### config.mk
export PLATFORM = sky130hd
export DESIGN_NAME = adc_responder
export DESIGN_NICKNAME = d
export VERILOG_FILES = /design/src/rtl/adc_responder.sv
export SDC_FILE = /design/constraint.sdc
export NUM_CORES = 1
export LEC_CHECK = 0
export ABC_AREA = 1
export BUFFER_PORTS_ARGS = -buffer_cell sky130_fd_sc_hd__buf_2
export CAP_MARGIN = 5
export CORE_UTILIZATION = 26
export CTS_CLUSTER_DIAMETER = 40
export DETAILED_ROUTE_END_ITERATION = 6
export GPL_ROUTABILITY_DRIVEN = 0
export PLACE_DENSITY = 0.51
export SYNTH_ARGS = -nofsm -noshare
export SYNTH_HDL_FRONTEND = slang
export SYNTH_SLANG_ARGS = --single-unit
export TNS_END_PERCENT = 50
### constraint.sdc
create_clock -name clk -period 1.7 [get_ports clk]
set_input_delay 0.085 -clock clk [delete_from_list [all_inputs] [get_ports clk]]
set_output_delay 0.085 -clock clk [all_outputs]
set_load 0.03 [all_outputs]
### src/rtl/adc_responder.sv
`default_nettype none
// ============================================================================
// Module      : adc_responder
// Description : Device end of a serial-ADC link (cs_n / sck / mosi / miso).
//               Decodes a start bit plus {SGL, ODD, MSBF} config bits on
//               mosi, latches one of two DATA_W-bit samples, then shifts a
//               null bit, the word MSB-first and (when MSBF=0) an LSB-first
//               tail back out on miso, one bit per sck falling edge.
//
// Ports       : clk        system clock, all logic on rising edge
//               rst_n      asynchronous active-low reset
//               cs_n       chip select from master, active-low
//               sck        serial clock from master, idle low
//               mosi       serial config bits from master
//               sample0    word returned when ODD=0
//               sample1    word returned when ODD=1
//               miso       serial data to master
//               busy       frame in progress (after start bit, cs_n low)
//               cfg_valid  one-clk pulse when config bits are complete
//               cfg        {SGL, ODD, MSBF} of the last decoded frame
//               frame_err  sticky short-frame flag, cleared by next start bit
//
// Revision    : 1.0 - initial release
// ============================================================================
module adc_responder #(
    parameter int SYNC_STAGES = 2,
    parameter int DATA_W      = 12
) (
    input  logic              clk,
    input  logic              rst_n,
    input  logic              cs_n,
    input  logic              sck,
    input  logic              mosi,
    input  logic [DATA_W-1:0] sample0,
    input  logic [DATA_W-1:0] sample1,
    output logic              miso,
    output logic              busy,
    output logic              cfg_valid,
    output logic [2:0]        cfg,
    output logic              frame_err
);

    localparam int c_CNT_W = (DATA_W > 2) ? $clog2(DATA_W) : 1;
    localparam logic [c_CNT_W-1:0] c_LAST = c_CNT_W'(DATA_W - 1);
    localparam logic [c_CNT_W-1:0] c_ONE  = c_CNT_W'(1);
    localparam logic [c_CNT_W-1:0] c_ZERO = '0;

    localparam logic [2:0] c_IDLE       = 3'd0;
    localparam logic [2:0] c_WAIT_START = 3'd1;
    localparam logic [2:0] c_CFG        = 3'd2;
    localparam logic [2:0] c_NULLB      = 3'd3;
    localparam logic [2:0] c_MSB        = 3'd4;
    localparam logic [2:0] c_LSB        = 3'd5;
    localparam logic [2:0] c_DONE       = 3'd6;

    // ------------------------------------------------------------------
    // Input synchronizers. The cs_n chain resets to 0 (not to its idle
    // level of 1): if cs_n is still low when reset releases, no false
    // falling edge is produced, so the next frame needs a real cs_n fall.
    // A pin that is high at release only yields a rise strobe, which is
    // harmless in IDLE.
    // ------------------------------------------------------------------
    logic w_cs;
    logic w_sck;
    logic w_mosi;

    generate
        if (SYNC_STAGES > 0) begin : g_sync
            logic [SYNC_STAGES-1:0] r_cs_sy;
            logic [SYNC_STAGES-1:0] r_sck_sy;
            logic [SYNC_STAGES-1:0] r_mosi_sy;

            always_ff @(posedge clk or negedge rst_n) begin
                if (!rst_n) begin
                    r_cs_sy   <= '0;
                    r_sck_sy  <= '0;
                    r_mosi_sy <= '0;
                end else begin
                    r_cs_sy   <= SYNC_STAGES'({r_cs_sy, cs_n});
                    r_sck_sy  <= SYNC_STAGES'({r_sck_sy, sck});
                    r_mosi_sy <= SYNC_STAGES'({r_mosi_sy, mosi});
                end
            end

            assign w_cs   = r_cs_sy[SYNC_STAGES-1];
            assign w_sck  = r_sck_sy[SYNC_STAGES-1];
            assign w_mosi = r_mosi_sy[SYNC_STAGES-1];
        end else begin : g_nosync
            assign w_cs   = cs_n;
            assign w_sck  = sck;
            assign w_mosi = mosi;
        end
    endgenerate

    // Edge register: strobes compare the synchronized level with its
    // previous-clk value.
    logic r_cs_d;
    logic r_sck_d;

    always_ff @(posedge clk or negedge rst_n) begin
        if (!rst_n) begin
            r_cs_d  <= 1'b0;
            r_sck_d <= 1'b0;
        end else begin
            r_cs_d  <= w_cs;
            r_sck_d <= w_sck;
        end
    end

    logic w_cs_fall;
    logic w_cs_rise;
    logic w_sck_rise;
    logic w_sck_fall;

    assign w_cs_fall  = ~w_cs & r_cs_d;
    assign w_cs_rise  = w_cs & ~r_cs_d;
    // sck edges only count while the synchronized chip select is low.
    assign w_sck_rise = w_sck & ~r_sck_d & ~w_cs;
    assign w_sck_fall = ~w_sck & r_sck_d & ~w_cs;

    // ------------------------------------------------------------------
    // Frame state machine with registered outputs.
    // ------------------------------------------------------------------
    logic [2:0]         r_state;
    logic [1:0]         r_cfg_cnt;
    logic               r_sgl;
    logic               r_odd;
    logic               r_msbf;
    logic [c_CNT_W-1:0] r_cnt;
    logic [DATA_W-1:0]  r_word;
    logic               r_miso;
    logic               r_busy;
    logic               r_cfg_valid;
    logic [2:0]         r_cfg;
    logic               r_frame_err;

    always_ff @(posedge clk or negedge rst_n) begin
        if (!rst_n) begin
            r_state     <= c_IDLE;
            r_cfg_cnt   <= 2'd0;
            r_sgl       <= 1'b0;
            r_odd       <= 1'b0;
            r_msbf      <= 1'b0;
            r_cnt       <= c_ZERO;
            r_word      <= '0;
            r_miso      <= 1'b0;
            r_busy      <= 1'b0;
            r_cfg_valid <= 1'b0;
            r_cfg       <= 3'b000;
            r_frame_err <= 1'b0;
        end else begin
            r_cfg_valid <= 1'b0;

            // Deselect overrides any sck edge strobed on the same clk.
            if (w_cs_rise) begin
                if (r_state == c_CFG || r_state == c_NULLB || r_state == c_MSB) begin
                    r_frame_err <= 1'b1;
                end
                r_state <= c_IDLE;
                r_miso  <= 1'b0;
                r_busy  <= 1'b0;
            end else begin
                case (r_state)
                    c_IDLE: begin
                        r_miso <= 1'b0;
                        r_busy <= 1'b0;
                        if (w_cs_fall) begin
                            r_state <= c_WAIT_START;
                        end
                    end

                    // Leading zeros before the start bit are skipped.
                    c_WAIT_START: begin
                        if (w_sck_rise && w_mosi) begin
                            r_state     <= c_CFG;
                            r_busy      <= 1'b1;
                            r_frame_err <= 1'b0;
                            r_cfg_cnt   <= 2'd0;
                            r_cnt       <= c_ZERO;
                        end
                    end

                    c_CFG: begin
                        if (w_sck_rise) begin
                            r_cfg_cnt <= r_cfg_cnt + 2'd1;
                            case (r_cfg_cnt)
                                2'd0:    r_sgl <= w_mosi;
                                2'd1:    r_odd <= w_mosi;
                                default: begin
                                    r_msbf      <= w_mosi;
                                    r_cfg       <= {r_sgl, r_odd, w_mosi};
                                    r_cfg_valid <= 1'b1;
                                    // Sample is frozen here for the rest of the frame.
                                    r_word      <= r_odd ? sample1 : sample0;
                                    r_state     <= c_NULLB;
                                end
                            endcase
                        end
                    end

                    c_NULLB: begin
                        if (w_sck_fall) begin
                            r_miso  <= 1'b0;
                            r_cnt   <= c_LAST;
                            r_state <= c_MSB;
                        end
                    end

                    c_MSB: begin
                        if (w_sck_fall) begin
                            r_miso <= r_word[r_cnt];
                            if (r_cnt == c_ZERO) begin
                                // LSB tail restarts at bit 1; bit 0 is not repeated.
                                r_cnt   <= c_ONE;
                                r_state <= r_msbf ? c_DONE : c_LSB;
                            end else begin
                                r_cnt <= r_cnt - c_ONE;
                            end
                        end
                    end

                    c_LSB: begin
                        if (w_sck_fall) begin
                            r_miso <= r_word[r_cnt];
                            if (r_cnt == c_LAST) begin
                                r_state <= c_DONE;
                            end else begin
                                r_cnt <= r_cnt + c_ONE;
                            end
                        end
                    end

                    c_DONE: begin
                        if (w_sck_fall) begin
                            r_miso <= 1'b0;
                        end
                    end

                    default: begin
                        r_state <= c_IDLE;
                        r_miso  <= 1'b0;
                        r_busy  <= 1'b0;
                    end
                endcase
            end
        end
    end

    assign miso      = r_miso;
    assign busy      = r_busy;
    assign cfg_valid = r_cfg_valid;
    assign cfg       = r_cfg;
    assign frame_err = r_frame_err;

endmodule
`default_nettype wire
After elaboration in Yosys (flattened, before gate mapping)
Cells that the tools add are included.
{"block": "word_totals", "ff_bits": 39, "output_inout_bits": 7, "word_cells": 126}
{"block": "op_classes", "addsub": 3, "magnitude_cmp": 1, "n_eq_ne": 29, "muxes": 40, "bitwise_logic": 12, "reduce_logical": 24}
{"op": "3-bit two-way mux", "count": 10}
{"op": "4-bit two-way mux", "count": 6}
{"op": "3-bit != test (second input constant)", "count": 8}
{"op": "3-bit one-hot mux with 7 select lines", "count": 1}
{"op": "4-bit one-hot mux with 4 select lines", "count": 1}
{"op": "4-bit AND reduction", "count": 4}
{"op": "1-bit two-way mux", "count": 14}
{"op": "2-bit != test (second input constant)", "count": 7}
{"op": "12-bit two-way mux", "count": 1}
{"op": "10-bit AND reduction", "count": 1}
{"op": "3-bit == test (second input constant)", "count": 3}
{"op": "2-bit OR reduction", "count": 4}
{"op": "7-bit AND reduction", "count": 1}
{"op": "1-bit AND", "count": 6}
{"op": "3-bit by 2-bit == test with 1-bit output (second input constant)", "count": 2}
{"op": "2-bit two-way mux", "count": 3}
{"op": "2-bit by 1-bit != test with 1-bit output (second input constant)", "count": 3}
{"op": "3-bit by 1-bit != test with 1-bit output (second input constant)", "count": 2}
{"op": "1-bit NOT", "count": 6}
{"op": "3-bit AND reduction", "count": 2}
{"op": "2-bit nonzero test", "count": 3}
{"op": "4-bit by 5-bit < comparator with 1-bit output (second input constant)", "count": 1}
{"op": "5-bit OR reduction", "count": 1}
{"op": "4-bit by 1-bit adder with 4-bit output (second input constant)", "count": 1}
{"op": "other kinds (17)", "count": 18}

Logic depth before layout (Yosys ltp)
Gate-level depths: netlist of run 1.
{"block": "logic_depth", "word_depth": 7, "depth_mapped": 12}

Worst setup path before layout of run 1
OpenSTA, ideal clock, no wires.
{"block": "synth_path", "kind": "register -> register", "start": "register r_cnt[0]", "end": "register r_state[1]", "setup_time_ps": 117, "arrival_time_ps": 1461, "path_slack_ps": 122, "stages_incl_launch_ff": 12, "path_buffers": 2, "period_less_slack_ps": 1578, "cell_sequence": "dfrtp_1 > buf_2 > inv_1 > buf_2 > ha_1 > nand3_1 > nand3_1 > nand2_1 > nor2_4 > nand3_2 > nand2_1 > nand2_1"}
{"block": "synth_between", "elab_chain_cells": 3, "elab_cells_between_ends": 5}
{"item": "start: declaration", "line_no": "129", "text": "logic [c_CNT_W-1:0] r_cnt;"}
{"item": "start signal: assignment", "line_no": "144", "text": "r_cnt <= c_ZERO;"}
{"item": "start signal: assignment", "line_no": "179", "text": "r_cnt <= c_ZERO;"}
{"item": "start signal: assignment", "line_no": "204", "text": "r_cnt <= c_LAST;"}
{"item": "4-bit == test or 4-bit zero test (tied branches)", "line_no": "225, 212"}
{"item": "3-bit != test (no line) or 3-bit by 2-bit != test with 1-bit output (tied branches)"}
{"item": "10-bit AND reduction (no line) (*)"}
{"item": "end signal: assignment", "line_no": "215", "text": "r_state <= r_msbf ? c_DONE : c_LSB;"}
{"item": "end signal: assignment", "line_no": "226", "text": "r_state <= c_DONE;"}
{"item": "end signal: assignment", "line_no": "240", "text": "r_state <= c_IDLE;"}
{"item": "end: declaration", "line_no": "124", "text": "logic [2:0] r_state;"}
Every way passes the cells marked *; elsewhere a longest branch is shown, timed or not.
A chain may end at the register's enable or synchronous reset.

Final worst setup path of run 1
{"block": "layout_path", "start": "register g_sync.r_cs_sy[1]", "end": "register r_word[6]"}
{"block": "layout_between", "elab_chain_cells": 3, "elab_cells_between_ends": 5}
{"item": "start: declaration", "line_no": "69", "text": "logic [SYNC_STAGES-1:0] r_cs_sy;"}
{"item": "start signal: assignment", "line_no": "79", "text": "r_cs_sy <= SYNC_STAGES'({r_cs_sy, cs_n});"}
{"item": "1-bit AND", "line_no": "116", "text": "assign w_cs_rise = w_cs & ~r_cs_d;"}
{"item": "net w_cs_rise", "line_no": "111", "text": "logic w_cs_rise;"}
{"item": "1-bit NOT (no line)"}
{"item": "4-bit AND reduction (no line)"}
{"item": "end signal: assignment", "line_no": "194", "text": "r_word <= r_odd ? sample1 : sample0;"}
{"item": "end: declaration", "line_no": "130", "text": "logic [DATA_W-1:0] r_word;"}
The timed path passes the listed nets, and every way through them passes these cells.

==> metrics, run 1 <==
count of cell types in the netlist=29; Cell Area, Placed=2570 um2; Mapped Area=2270 um2; total vias in the final route=1881; Crit. End Element=flop; share of layout cells above drive strength 1=0.295; post-route minimum period=1.57 ns; antenna viol nets, final=0; period utilization=0.926; worst slack at placement=-0.00599 ns; Root Driver=clkbuf_8; peak supply drop=0.000427 V; worst-margin pin slew=0.377 ns; worst rel slew slack=0.749; FP Rows=33; Clock transition at path regs=0.08 ns; Fin. Hold Viols=0; die height=95.5 um; DR vias/cell=4.37; commonest non-fill, non-tap cell in the layout=nand2_1; required time worst endpoint=1.89 ns; syn_nets=311; Crit Path Max Fanout=28; Core ar.=8340 um2; status=completed; worst stage delay on the critical path=0.41 ns; most frequent cells in the layout=63 x nand2_1, 35 x dfrtp_1, 35 x buf_2, 27 x inv_1, 25 x nor2_1; fin nets=360; final antenna diode count=0; max_cap viols=0; Clock Tree Buf Depth=2; starting density of the core=0.272; vias in the first global route=1802; grt total ovfl=0; Die X=95.5 um; Pre-antenna DRT Iters=4; CP Launch Type=flop; Die ar.=9110 um2; Syn Inst Count=276; total CTS buffers=5; IO Pins=36; Post-Route WL=4810 um; WHS=0.0765 ns; pwr dens=1330 nW/um2; Final Max Slew Viols=0; sequential share of the synthesized area=0.419; synthesis warning total=0; Setup Skew=0.00503 ns; final setup margin=0.126 ns; HPWL after DPL=3610 um; clk_lat worst skew=0.29 ns; clk sinks=38; initial antenna violation count=0; CP cell instances=ha_1 > inv_2 > nand2_4 > nor2_4 > nand3_4 > buf_12 > nand2_1 > o21ai_2; CP Class=reg -> reg; first-pass GRT wire length=8530 um; CTS tree=yes; final setup violation count=0; DRT iter0 DRCs=94; Peak Freq=0.635 GHz; Tot GR Track Use=0.121; synthesized area per cell=8.23 um2; Crit-path slowest cell=dfrtp_1; largest net degree at the start of global routing=29; CTS H-tree depth=2; # DRC=0; number of fill cells=898; Finished Cell Area=2750 um2; routed len/inst=11.2 um; Area growth, synth to finish=21.2%; worst hold path class=in -> reg; Crit path arrival time=1.76 ns; RSZ-0062 raised after global routing=no; LEAKAGE=1.36 nW; #FFs+latches synth=38; port bufs=35
[power breakdown]
| group | switching, mW | internal [mW] | leakage [nW] |
|---|---|---|---|
| clock | 0.336 | 0.280 | 0.0362 |
| combinational | 1.07 | 0.646 | 0.879 |
| sequential | 0.197 | 1.15 | 0.447 |
[path summary, 6_finish.rpt]
check                                   start            endpoint  slack, ns  cells after the start
min                                sample0[7]           r_word[7]       0.08                      3
min reg2reg                g_sync.r_sck_sy[0]  g_sync.r_sck_sy[1]       0.35                      0
max in group asynchronous               rst_n          r_state[0]       0.94                      3
min in group asynchronous               rst_n           r_word[3]       0.24                      2
max reg2reg                 g_sync.r_cs_sy[1]           r_word[6]       0.13                      8
max                         g_sync.r_cs_sy[1]           r_word[6]       0.13                      8
[sequential cells by signal, indices dropped and copies added, names as in the netlist]
signal            flops
r_sgl                 1
r_cs_d                1
r_state               3
g_sync.r_cs_sy        2
g_sync.r_mosi_sy      2
cfg                   3
r_cfg_cnt             2
miso                  1
busy                  1
r_odd                 1
g_sync.r_sck_sy       2
r_cnt                 4
cfg_valid             1
r_word               12
frame_err             1
r_sck_d               1
[cell type report]
cell class,instances,area (um2),share of cell area
multi-input cells,194,1120,0.407
flip-flops and latches,38,955,0.347
repair buffers,53,333,0.121
well taps,105,131,0.0477
inverters,33,129,0.0468
clock buffers,5,68.8,0.0250
clock inverters,2,15.0,0.00545
[critical path: cells and delay by family (launching register included)]
kind            cells  cell delay [ns]
flops               1             0.41
compound gates      1             0.05
buf+inv             2             0.38
fa+ha+maj           1             0.23
simple gates        4             0.40
[metal layers]
metal,GRT usage,up-vias,wire length (um)
met2,0.179,45,2080
met5,0,-,0
met1,0.171,840,2440
li1,-,990,-
met3,0.0247,6,201
met4,0.0535,0,91
[logic make-up after synthesis]
family | Yosys count | synth area share
XOR/XNOR | 1 | 0.00386
multiplexers | 12 | 0.0529
AO/OA/AOI/OAI | 40 | 0.115
AND/OR/NAND/NOR | 135 | 0.283
adder cells (fa/ha/maj) | 6 | 0.0331
flip-flops | 38 | 0.419
buffers and inverters | 44 | 0.0937
[stage by stage]
step	total power, mW	TNS [ns]	instances	util
floorplan	2.63	0	276	-
global placement	2.98	0	414	0.309
detailed placement	3.00	-0.00929	414	0.309
CTS	3.65	0	425	0.324
global route	4.03	0	430	0.330
finish	3.67	0	430	0.330
[synth_stat cells (all sizes together)]
| master | number | area (um2) |
|---|---|---|
| o211ai | 1 | 7.51 |
| xor2 | 1 | 8.76 |
| nor3 | 1 | 5.00 |
| o22ai | 1 | 6.26 |
| ha | 6 | 75.1 |
| nand2 | 69 | 284 |
| mux2i | 12 | 120 |
| a21oi | 5 | 25.0 |
| nand3 | 25 | 143 |
| clkbuf | 1 | 3.75 |
| dfrtp | 38 | 951 |
| nor2 | 32 | 160 |
| o21ai | 32 | 213 |
| nand3b | 1 | 7.51 |
| inv | 32 | 120 |
| buf | 10 | 80.1 |
| nand4 | 7 | 43.8 |
| clkinv | 1 | 8.76 |
| o2bb2ai | 1 | 8.76 |
[repair_timing]
action	4_1_cts	5_1_grt
hold buffers	4	0
hold endpoints to repair	18	0
resized for setup	1	6
setup buffers	0	5
setup endpoints to repair	3	16
pin swaps	0	3
No activity file was read; power rests on OpenSTA's default activity.
==> inputs of run 2 (changes only) <==
--- a/config.mk
+++ b/config.mk
@@ -6,7 +6,7 @@
 export NUM_CORES = 1
 export LEC_CHECK = 0
 export ABC_AREA = 1
-export BUFFER_PORTS_ARGS = -buffer_cell sky130_fd_sc_hd__buf_2
+export BUFFER_PORTS_ARGS = -buffer_cell sky130_fd_sc_hd__buf_4
 export CAP_MARGIN = 5
 export CORE_UTILIZATION = 26
 export CTS_CLUSTER_DIAMETER = 40
==> run 2 against run 1 <==
Cell area is 2.9% higher. Clock-buffer cell count is 1 higher. Register-to-register slack hardly changed. Sequential cell count stayed put. Critical endpoint is now r_word[4].
==> metrics, run 2 (synthesis gave the netlist of run 1 again) <==
status=completed; Area growth, synth to finish=24.7%; HPWL after DPL=3520 um; WHS=0.0814 ns; die height=95.5 um; worst stage delay on the critical path=0.42 ns; Tot GR Track Use=0.116; Sw Pwr=1.62 mW; Clock transition at path regs=0.08 ns; final setup margin=0.136 ns; Clock power frac=0.182; first-pass GRT wire length=8250 um; worst-margin pin slew=0.483 ns; Crit. End Element=flop; final antenna diode count=0; max_cap viols=0; CTS tree=yes; total CTS buffers=5; Crit Path Max Fanout=30; LEAKAGE=1.38 nW; peak supply drop=0.000378 V; biggest regs=r_word: 12 flops, r_cnt: 4 flops; sequential power share=0.358; antenna viol nets, final=0; DR vias/cell=4.48; CP Launch Type=flop; period utilization=0.920; total vias in the final route=1915; Biggest register=r_word; initial antenna violation count=0; Crit-path slowest cell=dfrtp_1; Pre-antenna DRT Iters=4; most frequent cells in the layout=63 x nand2_1, 44 x buf_4, 34 x dfrtp_1, 27 x inv_1, 25 x nor2_1; Crit path arrival time=1.75 ns; pwr dens=1330 nW/um2; clk_lat worst skew=0.29 ns; post-route minimum period=1.56 ns; Core Util, Final=0.339; required time worst endpoint=1.89 ns; commonest non-fill, non-tap cell in the layout=nand2_1; CTS H-tree depth=2; number of flip-flops in the largest register=12; FP Rows=33; port bufs=35; share of layout cells above drive strength 1=0.295; clk sinks=38; worst slack at placement=0.0596 ns; routed len/inst=11.3 um; Buf/Inv on CP=2; most frequent CP cell=nand2_4; Post-Route WL=4810 um; starting density of the core=0.272; # DRC=0; worst rel slew slack=0.678; vias in the first global route=1834; IO Pins=36; grt total ovfl=0; Fin. Hold Viols=0; Setup Skew=0.00345 ns; final setup violation count=0; Root Driver=clkbuf_8; fin nets=356; delay-heaviest family, CP=simple AND/OR/NAND/NOR gates; DRT iter0 DRCs=140; P_int=2.16 mW; Comb power frac=0.460; Peak Freq=0.640 GHz; Core ar.=8340 um2; worst hold path class=in -> reg; CP cell instances=inv_1 > nand4_1 > nand2_4 > nand2_4 > nor2_4 > nand3_4 > buf_12 > nand2_1 > o21ai_2; Die X=95.5 um; Net Sw Frac=0.428; Die ar.=9110 um2; largest net degree at the start of global routing=39; CP Class=reg -> reg; Clock Tree Buf Depth=2; Final Max Slew Viols=0
run 2: layout make-up:
class                      instances  area (um2)
inverter                          33         131
tap                              105         131
timing repair buffer              49         390
multi-input combinational        194        1120
clock buffer                       6        82.6
sequential                        38         956
clock inverter                     2        16.3
fill                             887        5510
run 2: per-layer routing:
layer  GRT usage  share of wire
met1       0.155           0.47
met2       0.180           0.47
met3      0.0231          0.039
met4      0.0535          0.019
met5           0              0
run 2: worst register-to-register path, cell delays in order, from the launching register on:
cell and delay, ns:
dfrtp_1 0.42, inv_1 0.10, nand4_1 0.22, nand2_4 0.14, nand2_4 0.05, nor2_4 0.12
nand3_4 0.08, buf_12 0.17, nand2_1 0.10, o21ai_2 0.05
run 2: path summary, 6_finish.rpt:
path,start,to,slack (ns),depth (start not counted)
hold reg to reg,g_sync.r_sck_sy[0],g_sync.r_sck_sy[1],0.35,0
min in group asynchronous,rst_n,r_word[6],0.29,2
setup reg to reg,g_sync.r_cs_sy[1],r_word[4],0.14,9
hold / removal,sample0[6],r_word[6],0.08,3
setup / recovery,g_sync.r_cs_sy[1],r_word[4],0.14,9
max in group asynchronous,rst_n,r_cnt[0],1.04,2
run 2: repair_timing:
item                       4_1_cts  5_1_grt
hold buffers                     4        0
hold endpoints to repair        41        0
setup endpoints to repair        0       19
resized for setup                0       10
setup buffers                    0        2
run 2: per-stage QoR:
step                total power [mW]  instances  cell area [um2]  setup TNS, ns
global route                    4.11        427             2830       -0.00190
floorplan                       2.63        276             2270              0
global placement                3.01        413             2650              0
detailed placement              3.03        413             2650              0
CTS                             3.75        425             2790              0
finish                          3.78        427             2830              0
run 2: power by group through the flow:
stage | clock (mW) | sequential [mW] | combinational, mW
6_report | 0.686 | 1.35 | 1.74
3_5_place_dp | 0 | 1.36 | 1.66
2_1_floorplan | 0 | 1.34 | 1.29
3_3_place_gp | 0 | 1.37 | 1.65
5_1_grt | 0.742 | 1.40 | 1.97
4_1_cts | 0.708 | 1.35 | 1.69
